`config.mk`:
```
export PLATFORM = sky130hd
export DESIGN_NAME = mem_port_arbiter
export DESIGN_NICKNAME = d
export VERILOG_FILES = /design/src/rtl/mem_port_arbiter_pkg.sv /design/src/rtl/mem_port_arbiter_starve_ctr.sv /design/src/rtl/mem_port_arbiter.sv
export SDC_FILE = /design/constraint.sdc
export NUM_CORES = 1
export LEC_CHECK = 0
export CORE_AREA = 2 2 106 108
export CTS_CLUSTER_SIZE = 10
export DETAILED_ROUTE_END_ITERATION = 8
export DIE_AREA = 0 0 108 110
export SLEW_MARGIN = 10
export SYNTH_ARGS = -nofsm -noshare
export SYNTH_HDL_FRONTEND = slang
export SYNTH_HIERARCHICAL = 1
export SYNTH_SLANG_ARGS = --single-unit
```
`constraint.sdc`:
```
create_clock -name clk -period 3.9 [get_ports clk]
set_clock_uncertainty 0.2 [all_clocks]
set_input_delay 0.78 -clock clk [delete_from_list [all_inputs] [get_ports clk]]
set_output_delay 0.78 -clock clk [all_outputs]
set_load 0.005 [all_outputs]
```
`src/rtl/mem_port_arbiter_pkg.sv`:
```
// Shared types and constants for the fetch/load-store memory port arbiter.
// Imported by mem_port_arbiter and arb_starve_ctr.
package pd_mem_pkg;

  typedef enum logic {
    ARB_IDLE = 1'b0,
    ARB_WAIT = 1'b1
  } arb_state_e;

  typedef enum logic [1:0] {
    OWN_NONE = 2'd0,
    OWN_F    = 2'd1,
    OWN_D    = 2'd2
  } arb_owner_e;

  localparam int DWIDTH = 32;
  localparam int BE_W   = DWIDTH / 8;

  // Width of a counter that must represent 0..limit inclusive.
  function automatic int cnt_width(input int limit);
    return (limit < 1) ? 1 : $clog2(limit + 1);
  endfunction

endpackage

```
`src/rtl/mem_port_arbiter_starve_ctr.sv`:
```
// Saturating counter of consecutive cycles a fetch request has lost arbitration.
// hit_o rises once the count reaches LIMIT and stays high until cleared.
module arb_starve_ctr
  import pd_mem_pkg::*;
#(
  parameter int LIMIT = 4
) (
  input  logic clk,
  input  logic rst,
  input  logic inc_i,
  input  logic clr_i,
  output logic hit_o
);

  localparam int CW = cnt_width(LIMIT);
  localparam logic [CW-1:0] LIM = CW'(LIMIT);

  logic [CW-1:0] cnt_q;
  logic [CW-1:0] cnt_d;

  always_comb begin
    cnt_d = cnt_q;
    if (clr_i) begin
      cnt_d = '0;
    end else if (inc_i && (cnt_q < LIM)) begin
      cnt_d = cnt_q + CW'(1);
    end
  end

  always_ff @(posedge clk) begin
    if (rst) begin
      cnt_q <= '0;
    end else begin
      cnt_q <= cnt_d;
    end
  end

  assign hit_o = (cnt_q >= LIM);

endmodule

```
`src/rtl/mem_port_arbiter.sv`:
```
// Arbitrates one single-ported memory between fetch (F, read-only) and load/store (D).
// Optional performance counters are enabled by defining MEM_ARB_PERF_EN.
module mem_port_arbiter
  import pd_mem_pkg::arb_state_e;
  import pd_mem_pkg::arb_owner_e;
  import pd_mem_pkg::ARB_IDLE;
  import pd_mem_pkg::ARB_WAIT;
  import pd_mem_pkg::OWN_NONE;
  import pd_mem_pkg::OWN_F;
  import pd_mem_pkg::OWN_D;
#(
  parameter int AWIDTH       = 32,
  parameter int DWIDTH       = 32,
  parameter int STARVE_LIMIT = 4
) (
  input  logic                clk,
  input  logic                rst,
  input  logic                f_req_i,
  input  logic [AWIDTH-1:0]   f_addr_i,
  output logic                f_gnt_o,
  output logic                f_rvalid_o,
  output logic [DWIDTH-1:0]   f_rdata_o,
  input  logic                d_req_i,
  input  logic                d_we_i,
  input  logic [AWIDTH-1:0]   d_addr_i,
  input  logic [DWIDTH-1:0]   d_wdata_i,
  input  logic [DWIDTH/8-1:0] d_be_i,
  output logic                d_gnt_o,
  output logic                d_rvalid_o,
  output logic [DWIDTH-1:0]   d_rdata_o,
  output logic                mem_req_o,
  output logic                mem_we_o,
  output logic [AWIDTH-1:0]   mem_addr_o,
  output logic [DWIDTH-1:0]   mem_wdata_o,
  output logic [DWIDTH/8-1:0] mem_be_o,
  input  logic                mem_rvalid_i,
  input  logic [DWIDTH-1:0]   mem_rdata_i
`ifdef MEM_ARB_PERF_EN
  ,
  output logic [31:0]         perf_f_gnt_o,
  output logic [31:0]         perf_d_gnt_o,
  output logic [31:0]         perf_conflict_o
`endif
);

  arb_state_e state_q, state_d;
  arb_owner_e owner_q, owner_d;

  logic starve_hit;
  logic grant_ok;
  logic resp_valid;
  logic f_gnt;
  logic d_gnt;

  // A response frees the port in the same cycle, so a new grant can overlap it.
  assign resp_valid = !rst && (state_q == ARB_WAIT) && mem_rvalid_i;
  assign grant_ok   = !rst && ((state_q == ARB_IDLE) || resp_valid);

  assign d_gnt = grant_ok && d_req_i && !(f_req_i && starve_hit);
  assign f_gnt = grant_ok && f_req_i && (!d_req_i || starve_hit);

  assign f_gnt_o = f_gnt;
  assign d_gnt_o = d_gnt;

  arb_starve_ctr #(
    .LIMIT (STARVE_LIMIT)
  ) u_starve (
    .clk   (clk),
    .rst   (rst),
    .inc_i (f_req_i && !f_gnt),
    .clr_i (!f_req_i || f_gnt),
    .hit_o (starve_hit)
  );

  always_comb begin
    mem_req_o   = 1'b0;
    mem_we_o    = 1'b0;
    mem_addr_o  = '0;
    mem_wdata_o = '0;
    mem_be_o    = '0;
    if (f_gnt) begin
      mem_req_o  = 1'b1;
      mem_addr_o = f_addr_i;
      mem_be_o   = '1;
    end else if (d_gnt) begin
      mem_req_o   = 1'b1;
      mem_we_o    = d_we_i;
      mem_addr_o  = d_addr_i;
      mem_wdata_o = d_wdata_i;
      mem_be_o    = d_be_i;
    end
  end

  assign f_rvalid_o = resp_valid && (owner_q == OWN_F);
  assign d_rvalid_o = resp_valid && (owner_q == OWN_D);
  assign f_rdata_o  = f_rvalid_o ? mem_rdata_i : '0;
  assign d_rdata_o  = d_rvalid_o ? mem_rdata_i : '0;

  always_comb begin
    state_d = state_q;
    owner_d = owner_q;
    if (f_gnt) begin
      state_d = ARB_WAIT;
      owner_d = OWN_F;
    end else if (d_gnt) begin
      state_d = ARB_WAIT;
      owner_d = OWN_D;
    end else if (resp_valid) begin
      state_d = ARB_IDLE;
      owner_d = OWN_NONE;
    end
  end

  always_ff @(posedge clk) begin
    if (rst) begin
      state_q <= ARB_IDLE;
      owner_q <= OWN_NONE;
    end else begin
      state_q <= state_d;
      owner_q <= owner_d;
    end
  end

`ifdef MEM_ARB_PERF_EN
  logic [31:0] perf_f_q, perf_d_q, perf_c_q;
  logic [31:0] perf_f_d, perf_d_d, perf_c_d;

  // Conflict counts raw request overlap, independent of whether a grant was possible.
  always_comb begin
    perf_f_d = perf_f_q + (f_gnt ? 32'd1 : 32'd0);
    perf_d_d = perf_d_q + (d_gnt ? 32'd1 : 32'd0);
    perf_c_d = perf_c_q + ((f_req_i && d_req_i) ? 32'd1 : 32'd0);
  end

  always_ff @(posedge clk) begin
    if (rst) begin
      perf_f_q <= '0;
      perf_d_q <= '0;
      perf_c_q <= '0;
    end else begin
      perf_f_q <= perf_f_d;
      perf_d_q <= perf_d_d;
      perf_c_q <= perf_c_d;
    end
  end

  assign perf_f_gnt_o    = perf_f_q;
  assign perf_d_gnt_o    = perf_d_q;
  assign perf_conflict_o = perf_c_q;
`endif

endmodule

```
**Word-level counts from Yosys, hierarchy flattened**

Cells that the tools add are included.

- Add/sub/neg operators: 1
- Order comparisons: 2
- Equality and inequality tests: 2
- Mux-type cells: 18
- Bitwise logic cells: 1
- Reduce and logical (&&, ||, !) cells: 24

Operators by type and width:

| cell | count |
|---|---|
| 2-to-1 mux 32 bit | 6 |
| logical AND 1 bit | 12 |
| 2-to-1 mux 1 bit | 8 |
| 2-to-1 mux 4 bit | 2 |
| zero test 1 bit | 5 |
| 2-to-1 mux 2 bit | 2 |
| OR reduction 2 bit | 2 |
| adder 3 x 1 -> 3 bit (second input constant) | 1 |
| >= comparator 3 bit (second input constant) | 1 |
| logical OR 1 bit | 3 |
| less-than comparator 3 bit (second input constant) | 1 |
| nonzero test 3 bit | 1 |
| == test 2 x 1 -> 1 bit (second input constant) | 1 |
| == test 2 bit (second input constant) | 1 |
| nonzero test 2 bit | 1 |
| NOT 1 bit | 1 |

- Register bits: 6
- Input bits: 138
- Output and inout port bits: 138
- Logic and storage cells: 52

**Longest topological paths before layout**

- Depth in word-level cells: 10
- Gate-level depth with buffers: 6
- Depth with buffers taken out: 6

**Hierarchy**

The synthesis kept the hierarchy.

By module, submodules not included:

| module | times used | cells each | area an instance (um2) | sequential area each (um2) |
|---|---|---|---|---|
| mem_port_arbiter | 1 | 171 | 1,233.7 | 60.1 |
| arb_starve_ctr | 1 | 15 | 148.9 | 60.1 |

**Worst setup path after synthesis**

No wires, ideal clock.

- Path kind: input port to output port
- Start point: in mem_rvalid_i
- End point: out d_rdata_o[22]
- Data arrival time: 1.551 ns
- Data required time: 2.920 ns
- Path slack: 1.369 ns
- Cell stages on the path: 4
- Path buffers: 1
- Cells stage by stage: nand2_1 nor4b_4 buf_2 and2_1

- Cells in the longest elaborated chain, start to end: 3

Ends and longest elaborated chain:

| item | line | RTL |
|---|---|---|
| from (decl) | mem_port_arbiter.sv:36 | `input logic mem_rvalid_i,` |
| logical AND 1 bit | mem_port_arbiter.sv:56 | `assign resp_valid = !rst && (state_q == ARB_WAIT) && mem_rvalid_i;` |
| logical AND 1 bit | mem_port_arbiter.sv:95 | `assign d_rvalid_o = resp_valid && (owner_q == OWN_D);` |
| named net d_rvalid_o | mem_port_arbiter.sv:29 | `output logic d_rvalid_o,` |
| 2-to-1 mux 32 bit | mem_port_arbiter.sv:97 | `assign d_rdata_o = d_rvalid_o ? mem_rdata_i : '0;` |
| to (decl) | mem_port_arbiter.sv:30 | `output logic [DWIDTH-1:0] d_rdata_o,` |

The timed path passes the listed nets, and every way through them passes these cells.

**Final worst setup path**

- Start point: in rst
- End point: out d_rdata_o[20]

- Cells in the longest elaborated chain, start to end: 5

Ends and longest elaborated chain:

| item | line | RTL |
|---|---|---|
| from (decl) | mem_port_arbiter.sv:17 | `input logic rst,` |
| zero test 1 bit | mem_port_arbiter.sv:56 |  |
| logical AND 1 bit (2 in series) | mem_port_arbiter.sv:56 |  |
| logical AND 1 bit | mem_port_arbiter.sv:95 |  |
| 2-to-1 mux 32 bit | mem_port_arbiter.sv:97 |  |

No other way between the ends.

==> results.toml <==
[clock_network]
cts_num_sinks = 6
postCtsSetupRepairBufs = 0
hold_buffers = 0
clk_latency_ps = 220
clockBufferDepth = 2
clock-root-buffer = "clkbuf_8"
cts-resized-gates = 0
clkTransAtPathRegs_ps = 30
cts_tree = "done"
cts.htree.levels = 1
numCtsBuffers = 3

[routing]
wirelength_mm = 8.39
ant_nets = 0
num_vias = 2347
wl_met3_mm = 1.13
route.detailed.drc = 0
met2WireLength_mm = 4.31
routedLengthMet1_mm = 2.82
highest_layer = "met4"
drtIter0Drc = 89
first_pass_iters = 4
via_per_inst = 3.96
wire_per_inst_um = 14.2

[power_and_ir_drop]
p_int_mw = 0.354
p_clk_share_pct = 20.1
power_density_nw_per_um2 = 108
power_mw = 0.469
ir_drop_mv = 0.0802
switching_share_pct = 24.4
power.net_switching_mw = 0.115
power_frac_comb_pct = 65.6
leakagePower_nw = 1.67
seq_power_share_pct = 14.4

[critical_path]
crit_arrival_ps = 2700
worstSetupPathType = "input port to primary output"
endpoint = "d_rdata_o[20]"
reg2regPathDepth = 6
slowest_stage = "clkdlybuf4s50_1"
crit_top_cell = "clkdlybuf4s50_1"
cp-start-kind = "input port"
startpoint = "rst"
path_cells = "clkdlybuf4s50_1, buf_4, nor4b_4, buf_12, and2_1, clkdlybuf4s50_1"
cp_slowest_stage_delay_ps = 530
rr_startpoint = "u_starve/cnt_q[2]"
cp_top_family = "buffers and inverters"
path_buf_inv = 4
critPathMaxFanout = 33
critical_path_depth = 6
end_kind = "primary output"
cp.required_ps = 2920
r2r_slack_ps = 2090
timing.rr.end = "u_starve/cnt_q[1]"

[timing]
max_slew_margin_pct = 82.4
whs_ps = 321
rsz0062_at_grt = "false"
period_needed_ps = 3680
slew_violations = 0
hold_viol = 0
post-route-period-util_pct = 94.5
setup_viol = 0
worst_slew_pin_slew_ps = 263
maxClockFrequency_ghz = 0.271
finalSetupTns_ps = 0

[finish]
final_common_cell = "clkdlybuf4s50_1"
nets = 594
antenna_cells = 0
layout-drive-gt1-share_pct = 3.54
fin_area_sq_um = 4350
most-common-layout-cells = "275 x clkdlybuf4s50_1, 97 x and2_1, 32 x a22o_1"
finalNonFillerCells = 592
syn_to_final_growth_pct = 214

[die]
initial_core_util_pct = 12.9
ios = 276
dieArea_sq_um = 11900
rows = 38
core-area_sq_um = 10700
die_x_um = 108
fp.dieH_um = 110

[yosys]
synth_edf_count = 0
async_flop_share_pct = 0
ys_ff_latch = 6
syn_area_sq_um = 1380
yosysSeqAreaShare_pct = 8.69
ys_types = 25
synth_fp_nets = 326
netlist_instances = 186
syn_avg_cell_area_sq_um = 7.43
ys.flop_type = "dfxtp_1"
ys_warn_count = 6

[place]
place.gp.congestion = 0.753
dp_hpwl_mm = 7.26
numPortBuffers = 275
place_area_sq_um = 4300
dp.cells = 589

[global_route]
grt_pass1_vias = 2358
antenna_found_initial = 0
grt_pass1_wl_mm = 12.0
grt_usage_pct = 12.7
grt_overflow = 0
grt_max_degree = 71

[flow_run]
max-cap-violations = 0

[run_status]
outcome = "finished clean"

[hold_path]
min_path_type = "register to register"
hold_start = "owner_q[1]"
-- worst min-delay path: cells and delay by family, from the launching register on --
family          cells  cell delay (ps)
flops               1              330
simple gates        1               70
compound gates      1               60
-- power groups by stage --
stage	Combinational, mW	Clock [mW]	Sequential [mW]
after CTS	0.312	0.0972	0.0673
after global placement	0.307	0	0.0680
after floorplan	0.0703	0	0.0676
after detailed placement	0.310	0	0.0682
after global routing	0.329	0.102	0.0676
final	0.307	0.0941	0.0673
-- Yosys cell counts (all sizes together), types with 2 or more instances --
master | n | share of area [%]
and2 | 97 | 44
a22o | 32 | 20
buf | 15 | 7.2
dfxtp | 6 | 8.7
inv | 5 | 1.4
a21o | 4 | 2.2
clkbuf | 3 | 1.0
nand2 | 3 | 0.81
nand2b | 3 | 1.4
nor3 | 3 | 1.1
a21oi | 2 | 0.72
ha | 2 | 1.8
nor2b | 2 | 1.4
nor4b | 2 | 3.4
-- worst min path at each step --
stage                  to  cells after the start  slack (ps)
2_1_floorplan  owner_q[1]                      2         280
3_3_place_gp   owner_q[1]                      2         320
3_5_place_dp   owner_q[1]                      2         320
4_1_cts        owner_q[1]                      2         330
5_1_grt        owner_q[1]                      2         360
6_report       owner_q[1]                      2         320
-- logic make-up after synthesis --
kind of cell	synth area share, %
multiplexers	0.724
buffers and inverters	9.59
XOR/XNOR	0.634
AO/OA/AOI/OAI	25.3
AND/OR/NAND/NOR	53.2
adder cells (fa/ha/maj)	1.81
flip-flops	8.69
-- state kept, by name, indices dropped and copies added (netlist names) --
signal,cells
u_starve/cnt_q,3
state_q,1
owner_q,2
-- stage by stage --
stage / util (%) / setup WS [ps]
after global routing: 40.6 / 89.0
after floorplan: - / 1370
after CTS: 40.6 / 209
after global placement: 40.2 / 243
final: 40.6 / 215
after detailed placement: 40.2 / 211
-- routing by layer --
layer | up-vias | GRT usage (%)
met5 | - | 0
met4 | 0 | 3.85
met3 | 8 | 5.06
met2 | 160 | 24.5
met1 | 1015 | 12.4
li1 | 1164 | -
-- cell type report --
cell class | count | area (sq um)
fill | 1093 | 6350
timing repair buffer | 281 | 2860
multi-input combinational | 157 | 1130
tap | 140 | 175
sequential | 6 | 120
clock buffer | 3 | 41.3
inverter | 5 | 18.8
Power figures use the tool's default switching activity.
